**config.mk**
```make
export PLATFORM = sky130hd
export DESIGN_NAME = reg_8_16b_reader
export DESIGN_NICKNAME = d
export VERILOG_FILES = /design/src/rtl/reg_8_16b_reader.sv
export SDC_FILE = /design/constraint.sdc
export NUM_CORES = 1
export LEC_CHECK = 0
export CAP_MARGIN = 10
export CORE_UTILIZATION = 34
export CTS_CLUSTER_SIZE = 30
export DETAILED_ROUTE_END_ITERATION = 10
export PLACE_DENSITY = 0.8
export SYNTH_ARGS = -nofsm -noshare
export SYNTH_HDL_FRONTEND = slang
export SYNTH_SLANG_ARGS = --single-unit
```
**constraint.sdc**
```tcl
create_clock -name clk -period 2.7 [get_ports clk]
set_input_delay 0.81 -clock clk [delete_from_list [all_inputs] [get_ports clk]]
set_output_delay 0.81 -clock clk [all_outputs]
set_load 0.02 [all_outputs]
```
**src/rtl/reg_8_16b_reader.sv**
```systemverilog
// reg_8_16b_reader
//
// Read-side companion to the 8x16 register bank. Serves the bank's eight
// parallel register outputs through a single registered valid/ready beat
// slot. Two access kinds:
//   - single random reads (rd_req/rd_sel), acknowledged combinationally;
//   - a dump that streams r0..r7 in order, ending with rd_last on idx 7.
// A write snooped in the same cycle a beat loads replaces the register
// value, so the consumer always sees the post-edge contents.
//
// Ports:
//   clk          in   system clock, rising edge
//   rst          in   asynchronous reset, active-low
//   r0_in..r7_in in   current contents of bank registers 0..7
//   wr_en        in   bank write enable (snooped)
//   wr_sel       in   bank write select (snooped)
//   wr_data      in   bank write data (snooped)
//   rd_req       in   single-read request
//   rd_sel       in   register index for single read
//   dump_start   in   start sequential dump of r0..r7
//   rd_ready     in   consumer accepts current beat
//   req_ack      out  rd_req accepted this cycle (combinational)
//   rd_valid     out  rd_data/rd_idx/rd_last valid
//   rd_data      out  read data (registered)
//   rd_idx       out  index of register in rd_data
//   rd_last      out  final beat of a dump
//   busy         out  high while dumping
module reg_8_16b_reader #(
    parameter int WIDTH = 16
) (
    input  logic             clk,
    input  logic             rst,
    input  logic [WIDTH-1:0] r0_in,
    input  logic [WIDTH-1:0] r1_in,
    input  logic [WIDTH-1:0] r2_in,
    input  logic [WIDTH-1:0] r3_in,
    input  logic [WIDTH-1:0] r4_in,
    input  logic [WIDTH-1:0] r5_in,
    input  logic [WIDTH-1:0] r6_in,
    input  logic [WIDTH-1:0] r7_in,
    input  logic             wr_en,
    input  logic [2:0]       wr_sel,
    input  logic [WIDTH-1:0] wr_data,
    input  logic             rd_req,
    input  logic [2:0]       rd_sel,
    input  logic             dump_start,
    input  logic             rd_ready,
    output logic             req_ack,
    output logic             rd_valid,
    output logic [WIDTH-1:0] rd_data,
    output logic [2:0]       rd_idx,
    output logic             rd_last,
    output logic             busy
);

    typedef enum logic {
        IDLE = 1'b0,
        DUMP = 1'b1
    } state_t;

    state_t           r_state;
    state_t           w_state_nxt;
    logic [2:0]       r_cnt;
    logic [2:0]       w_cnt_nxt;
    logic             r_valid;
    logic [WIDTH-1:0] r_data;
    logic [2:0]       r_idx;
    logic             r_last;

    logic             w_slot_free;
    logic             w_load;
    logic [2:0]       w_load_idx;
    logic             w_load_last;
    logic [WIDTH-1:0] w_reg_val;
    logic [WIDTH-1:0] w_load_data;

    // The slot can take a new beat when empty or when its beat leaves now.
    assign w_slot_free = !r_valid || rd_ready;

    always_comb begin
        case (w_load_idx)
            3'd0:    w_reg_val = r0_in;
            3'd1:    w_reg_val = r1_in;
            3'd2:    w_reg_val = r2_in;
            3'd3:    w_reg_val = r3_in;
            3'd4:    w_reg_val = r4_in;
            3'd5:    w_reg_val = r5_in;
            3'd6:    w_reg_val = r6_in;
            default: w_reg_val = r7_in;
        endcase
    end

    // Same-cycle write to the register being loaded wins: the bank will hold
    // wr_data after this edge, and that is what the consumer must see.
    assign w_load_data = (wr_en && (wr_sel == w_load_idx)) ? wr_data : w_reg_val;

    always_comb begin
        w_state_nxt = r_state;
        w_cnt_nxt   = r_cnt;
        w_load      = 1'b0;
        w_load_idx  = 3'd0;
        w_load_last = 1'b0;
        req_ack     = 1'b0;
        case (r_state)
            IDLE: begin
                // dump_start outranks rd_req; the entry cycle loads nothing.
                if (dump_start && w_slot_free) begin
                    w_state_nxt = DUMP;
                    w_cnt_nxt   = 3'd0;
                end else if (rd_req && w_slot_free) begin
                    req_ack    = 1'b1;
                    w_load     = 1'b1;
                    w_load_idx = rd_sel;
                end
            end
            DUMP: begin
                // Counter only advances on a load, so back-pressure stalls it.
                if (w_slot_free) begin
                    w_load      = 1'b1;
                    w_load_idx  = r_cnt;
                    w_load_last = (r_cnt == 3'd7);
                    if (r_cnt == 3'd7) begin
                        w_state_nxt = IDLE;
                        w_cnt_nxt   = 3'd0;
                    end else begin
                        w_cnt_nxt = r_cnt + 3'd1;
                    end
                end
            end
            default: begin
                w_state_nxt = IDLE;
                w_cnt_nxt   = 3'd0;
            end
        endcase
    end

    always_ff @(posedge clk or negedge rst) begin
        if (!rst) begin
            r_state <= IDLE;
            r_cnt   <= 3'd0;
        end else begin
            r_state <= w_state_nxt;
            r_cnt   <= w_cnt_nxt;
        end
    end

    // Output slot: payload changes only on a load, so it holds under stall.
    always_ff @(posedge clk or negedge rst) begin
        if (!rst) begin
            r_valid <= 1'b0;
            r_data  <= '0;
            r_idx   <= 3'd0;
            r_last  <= 1'b0;
        end else if (w_load) begin
            r_valid <= 1'b1;
            r_data  <= w_load_data;
            r_idx   <= w_load_idx;
            r_last  <= w_load_last;
        end else if (rd_ready) begin
            r_valid <= 1'b0;
        end
    end

    assign rd_valid = r_valid;
    assign rd_data  = r_data;
    assign rd_idx   = r_idx;
    assign rd_last  = r_last;
    assign busy     = (r_state == DUMP);

endmodule

```
==> metrics.cfg <==
[outcome]
status=finished with violations
violations=design-rule violations

[synthesis]
ys_seq_area_share_pct=27.4
synthTopCellsByArea=dfrtp_1 27%, mux2i_1 10%, nand2_1 6.4%, o2bb2ai_1 4.2%, a2111oi_0 3.8%
synthCells=277
synth_area_leader_cell=dfrtp_1
async_flop_share_pct=100
yosysUniqueCellTypes=46
synth_area_um2=2280
synth_nets=435
yosysWarnings=0
syn_area_per_cell_um2=8.24
netlist.area_leader.share_pct=27.4
ys_ff_latch=25
ys.flop_type=dfrtp_1
synth_enable_flop_cells=0

[floorplan]
die_x_um=84.0
num_rows=29
die_y_um=84.0
core-area_um2=6420
die_area_um2=7050
ios=179
initial_utilization_pct=35.6

[cts]
root_buffer=clkbuf_8
cts.sinks=25
htree_levels=1
cts_made_buffers=3
insertion_delay_ns=0.28
clkTransAtPathRegs_ns=0.10
holdBufCountCts=0
clockBufferDepth=2
cts_tree=yes

[critical_path]
crit_fanout=11
crit_required_ns=2.86
r2r_end=rd_data[3]
end_kind=flip-flop
slowest_delay_ns=0.47
r2r_start=busy
reg2regPathDepth=9
worstPathArrival_ns=2.80
r2r_slack_ns=0.37
path_cells=clkdlybuf4s50_1, nor4bb_4, o21ai_2, buf_4, or3_1, buf_4, nor2_1, o31ai_1
crit_slowest_cell=clkdlybuf4s50_1
cpMostUsedCell=buf_4
path_class=input port to flip-flop
startpoint_type=input port

[place]
place.gp.congestion=0.884
place_ws_ns=-0.584
portBuffers=178
hpwl_mm=8.37

[min_path]
worstHoldEndpoint=rd_idx[2]
worstHoldStart=rd_idx[2]
whs_path_depth=2
hold_path.class=flip-flop to flip-flop

[power_and_ir_drop]
seq_power_share_pct=16.7
leakagePower_nw=1.92
combPwrFrac_pct=77.4
internal_power_mw=2.30
max-vdd-ir-drop_mv=0.513
clockPowerShare_pct=6.0
switching_power_mw=1.86
netSwitchingFraction_pct=44.8
power.density_nw_per_um2=895

[routing]
routed_wl_mm=10.2
avgViaCountPerCell=5.48
antenna_left=0
drc=14
avgRoutedWirePerCell_um=18.1
drt_iter0_markers=182
via_count=3101
dr.pass1.iters=7

[timing]
setup_slack_ns=0.0633
skew_ns=0.00655
worst_pin_slew_ns=0.402
report.final.slew_viol_count=0
final-setup-viol-count=0
relSlewSlack_pct=72.5
fin_crit_sh_pct=97.7
timing.hold.ws_ns=0.498
max_freq_mhz=379
hold_viol=0
fin_crit_ns=2.64

[cells_and_area]
mostFrequentLayoutCells=175 x clkdlybuf4s50_1, 47 x buf_4, 39 x nand2_1, 25 x dfrtp_1, 21 x mux2i_1
fin_nets=648
n_antenna_cell=0
layout_commonest_cell=clkdlybuf4s50_1
layout-drive-gt1-share_pct=17.8
syn2layout_area_growth_pct=103

[job]
max_cap_viol_count=0

[global_routing]
grt-ovfl-total=0
antenna_found_initial=0
grt_max_degree=26
grt_pass1_vias=3321
grt_usage_pct=29.0
grt_pass1_wl_mm=16.1

==> state kept, by name, indices dropped and copies added, names as in the netlist <==
| signal | count |
|---|---|
| r_cnt | 3 |
| rd_valid | 1 |
| rd_last | 1 |
| rd_idx | 3 |
| rd_data | 16 |
| busy | 1 |
==> cell families after synthesis <==
logic type                 synth area share (%)
and+or+nand+nor                            20.8
buffers and inverters                      6.74
adders and majority gates                  1.10
AOI/OAI and AO/OA                          32.7
xor gates and xnor gates                   1.15
muxes                                      10.1
DFF                                        27.4
==> critical path: cells and delay by family <==
| family | cells | cell delay [ns] |
|---|---|---|
| AO/OA/AOI/OAI | 2 | 0.23 |
| AND/OR/NAND/NOR | 3 | 0.92 |
| buffers and inverters | 3 | 0.83 |
==> layout make-up <==
class	count	area [µm²]
Multi-Input combinational cell	225	1670
Inverter	6	22.5
Tap cell	77	96.3
Fill cell	477	1780
Sequential cell	25	626
Clock inverter	1	8.76
Clock buffer	3	41.3
Timing Repair Buffer	229	2180
==> cell usage after synthesis, types with 2 or more instances <==
cell type / number
a2111oi_0: 10
a211oi_1: 4
a21oi_1: 16
a22o_1: 4
a22oi_1: 11
a31oi_1: 6
a32o_1: 4
and2_1: 9
buf_2: 9
buf_6: 5
clkbuf_1: 5
dfrtp_1: 25
ha_1: 2
inv_1: 6
mux2i_1: 23
nand2_1: 39
nand2b_1: 2
nand3_1: 7
nor2_1: 19
nor2b_1: 2
nor3_2: 2
o21ai_0: 13
o21ai_1: 3
o22ai_1: 8
o2bb2ai_1: 11
o31ai_1: 11
xnor2_1: 2
==> power by group through the flow <==
stage | logic [mW] | clock network (mW) | registers, mW
6_report | 3.22 | 0.249 | 0.693
5_1_grt | 3.45 | 0.269 | 0.716
4_1_cts | 2.99 | 0.248 | 0.693
3_5_place_dp | 2.90 | 0 | 0.697
3_3_place_gp | 2.83 | 0 | 0.691
2_1_floorplan | 1.45 | 0 | 0.851
==> stage by stage <==
stage | utilization, % | instances | TNS, ns | total power, mW | instance area [µm²]
floorplan | - | 277 | 0 | 2.30 | 2280
global placement | 68.7 | 560 | -6.26 | 3.52 | 4410
detailed placement | 68.7 | 560 | -7.56 | 3.60 | 4410
CTS | 70.2 | 564 | 0 | 3.93 | 4510
global route | 72.3 | 566 | -0.0225 | 4.44 | 4650
finish | 72.3 | 566 | 0 | 4.16 | 4650
==> worst max-delay path by stage <==
stage	end	cells past startpoint	slack, ns	start
after floorplan	req_ack	5	0.04	rd_ready
after CTS	rd_data[8]	9	0.02	rd_sel[1]
final	rd_data[6]	8	0.06	rd_sel[1]
after global placement	rd_data[9]	8	-0.48	dump_start
after detailed placement	rd_data[4]	9	-0.58	dump_start
after global routing	rd_data[6]	8	-0.02	rd_sel[1]
==> per-layer routing <==
metal | global-route usage, % | share of wire (%)
met5 | 0 | 0
met4 | 9.56 | 2.6
met3 | 4.35 | 6.4
met2 | 54.0 | 52
met1 | 33.6 | 39
==> timing repair <==
action	CTS	global route
pin swaps	3	7
buffers inserted	0	2
hold endpoints to repair	0	0
endpoints found under the setup margin	17	14
gates resized for setup	21	25
Power figures use the tool's default switching activity.
==> variant: new RTL, same flow settings <==
`WIDTH`: 16 -> 32.
--- a/src/rtl/reg_8_16b_reader.sv
+++ b/src/rtl/reg_8_16b_reader.sv
@@ -27,5 +27,5 @@
 //   busy         out  high while dumping
 module reg_8_16b_reader #(
-    parameter int WIDTH = 16
+    parameter int WIDTH = 32
 ) (
     input  logic             clk,
Interface: changed (10 resized); port bits go from 179 to 339. The function was not compared with the original's and may differ.
==> variant against the unedited design <==
  * Count of clock-buffer cells in the layout increased by 4
  * Sequential share of layout area is 1.2 points lower
  * Worst setup slack worse by 0.022 ns
  * Fmax is 0.83% lower
  * Total power grew 76%
  * Die area increased by 71%
  * Design area rose by 80%
  * Wire length is 99% higher
  * Sequential cell count is 16 higher
  * Synthesized area is 73% higher
  * Non-clock buffer count increased by 171
  * Critical path type unchanged
  * Largest cell class unchanged
==> variant: results (changes against the unedited design) <==
| Metric | Value |
|---|---|
| Worst-path clk slew | 0.07 ns (was 0.10 ns) |
| Met3 WL | 1.51 mm (was 653 um) |
| Mean cell area of the mapped netlist | 8.37 um^2 (was 8.24 um^2) |
| Crit Path Max Fanout | 12 (was 11) |
| Routed WL | 20.4 mm (was 10.2 mm) |
| Worst hold slack | 0.486 ns (was 0.498 ns) |
| M1 WL | 8.21 mm (was 4.01 mm) |
| Clock group power | 0.652 mW (was 0.249 mW) |
| XOR/XNOR Fraction of Synth Area | 0.632% (was 1.15%) |
| Met3 Track Usage GR | 5.87% (was 4.35%) |
| DRT Pass-1 Iters | 5 (was 7) |
| Worst setup path endpoint | rd_data[30] (was rd_data[6]) |
| Peak VDD IR | 0.603 mV (was 0.513 mV) |
| Drt via density | 5.72 (was 5.48) |
| RePlAce Congestion | 0.923 (was 0.884) |
| Worst Setup SP | dump_start (was rd_sel[1]) |
| Met1 Track Usage GR | 39.7% (was 33.6%) |
| Count of buffers from port buffering | 338 (was 178) |
| Antenna cell count | 0 (unchanged) |
| LEAKAGE | 3.47 nW (was 1.92 nW) |
| Slowest CP cell | dlygate4sd2_1 (was clkdlybuf4s50_1) |
| Layout cell share with drive strength beyond 1 | 17.9% (was 17.8%) |
| Num CTS Buffers | 5 (was 3) |
| CTS Root Buffer Type | clkbuf_16 (was clkbuf_8) |
| Internal reg-to-reg setup slack | 0.29 ns (was 0.37 ns) |
| CTS HTree Levels | 2 (was 1) |
| Hold WC Path Type | reg -> reg (unchanged) |
| GRT met2 Usage | 52.8% (was 54.0%) |
| Largest net degree at the start of global routing | 42 (was 26) |
| Seq. pwr | 1.19 mW (was 0.693 mW) |
| First-pass GRT wire length | 28.2 mm (was 16.1 mm) |
| Status | finished, final reports clean (was finished, violations left) |
| Vias | 5607 (was 3101) |
| Initial drt markers | 399 (was 182) |
| DP HPWL | 16.0 mm (was 8.37 mm) |
| Sequential Power Share | 16.2% (was 16.7%) |
| Mux cell area share after synthesis | 16.0% (was 10.1%) |
| Top delay family on crit path | buffers and inverters (was simple AND/OR/NAND/NOR gates) |
| R2R cell count | 11 (was 9) |
| Crit path arrival time | 2.82 ns (was 2.80 ns) |
| Total Routing Usage GR | 31.1% (was 29.0%) |
| Layout Nets | 1139 (was 648) |
| Metal2 WL | 10.0 mm (was 5.32 mm) |
| Synth top area cells | dfrtp_1, a32oi_1, nand2_1 (was dfrtp_1, mux2i_1, nand2_1) |
| Worst-Margin Slew | 0.562 ns (was 0.402 ns) |
| Crit path largest cell delay | 0.33 ns (was 0.47 ns) |
| Post-synth net total | 775 (was 435) |
| Vias in the first global route | 5341 (was 3321) |
| Synth Area in Adders | 0.632% (was 1.10%) |
==> variant: per-stage QoR <==
step	TNS, ns	cell area [um^2]	util (%)	setup slack, ns
finish	0	8360	73.5	0.0412
global placement	-8.53	7820	68.7	-0.337
CTS	0	8040	70.7	0.0174
floorplan	0	3960	-	0.313
global route	-0.256	8360	73.5	-0.0251
detailed placement	-11.44	7820	68.7	-0.396
==> variant: timing repair <==
item                       4_1_cts  5_1_grt
pin swaps                        4       17
resized for setup               12       39
setup endpoints to repair       33       33
gates cloned                     1        4
setup buffers                    1        3
==> variant: tightest hold or removal path: cells and delay by family, from the launching register on <==
| family | cells | cell delay [ns] |
|---|---|---|
| simple gates | 2 | 0.11 |
| flops | 1 | 0.35 |
==> variant: cell type report <==
cell class,instances,area [um^2]
Inverter,1,3.75
Timing Repair Buffer,400,4000
Tap cell,143,179
Fill cell,858,3010
Sequential cell,41,1030
Clock inverter,1,8.76
Clock buffer,7,153
Multi-Input combinational cell,388,2990
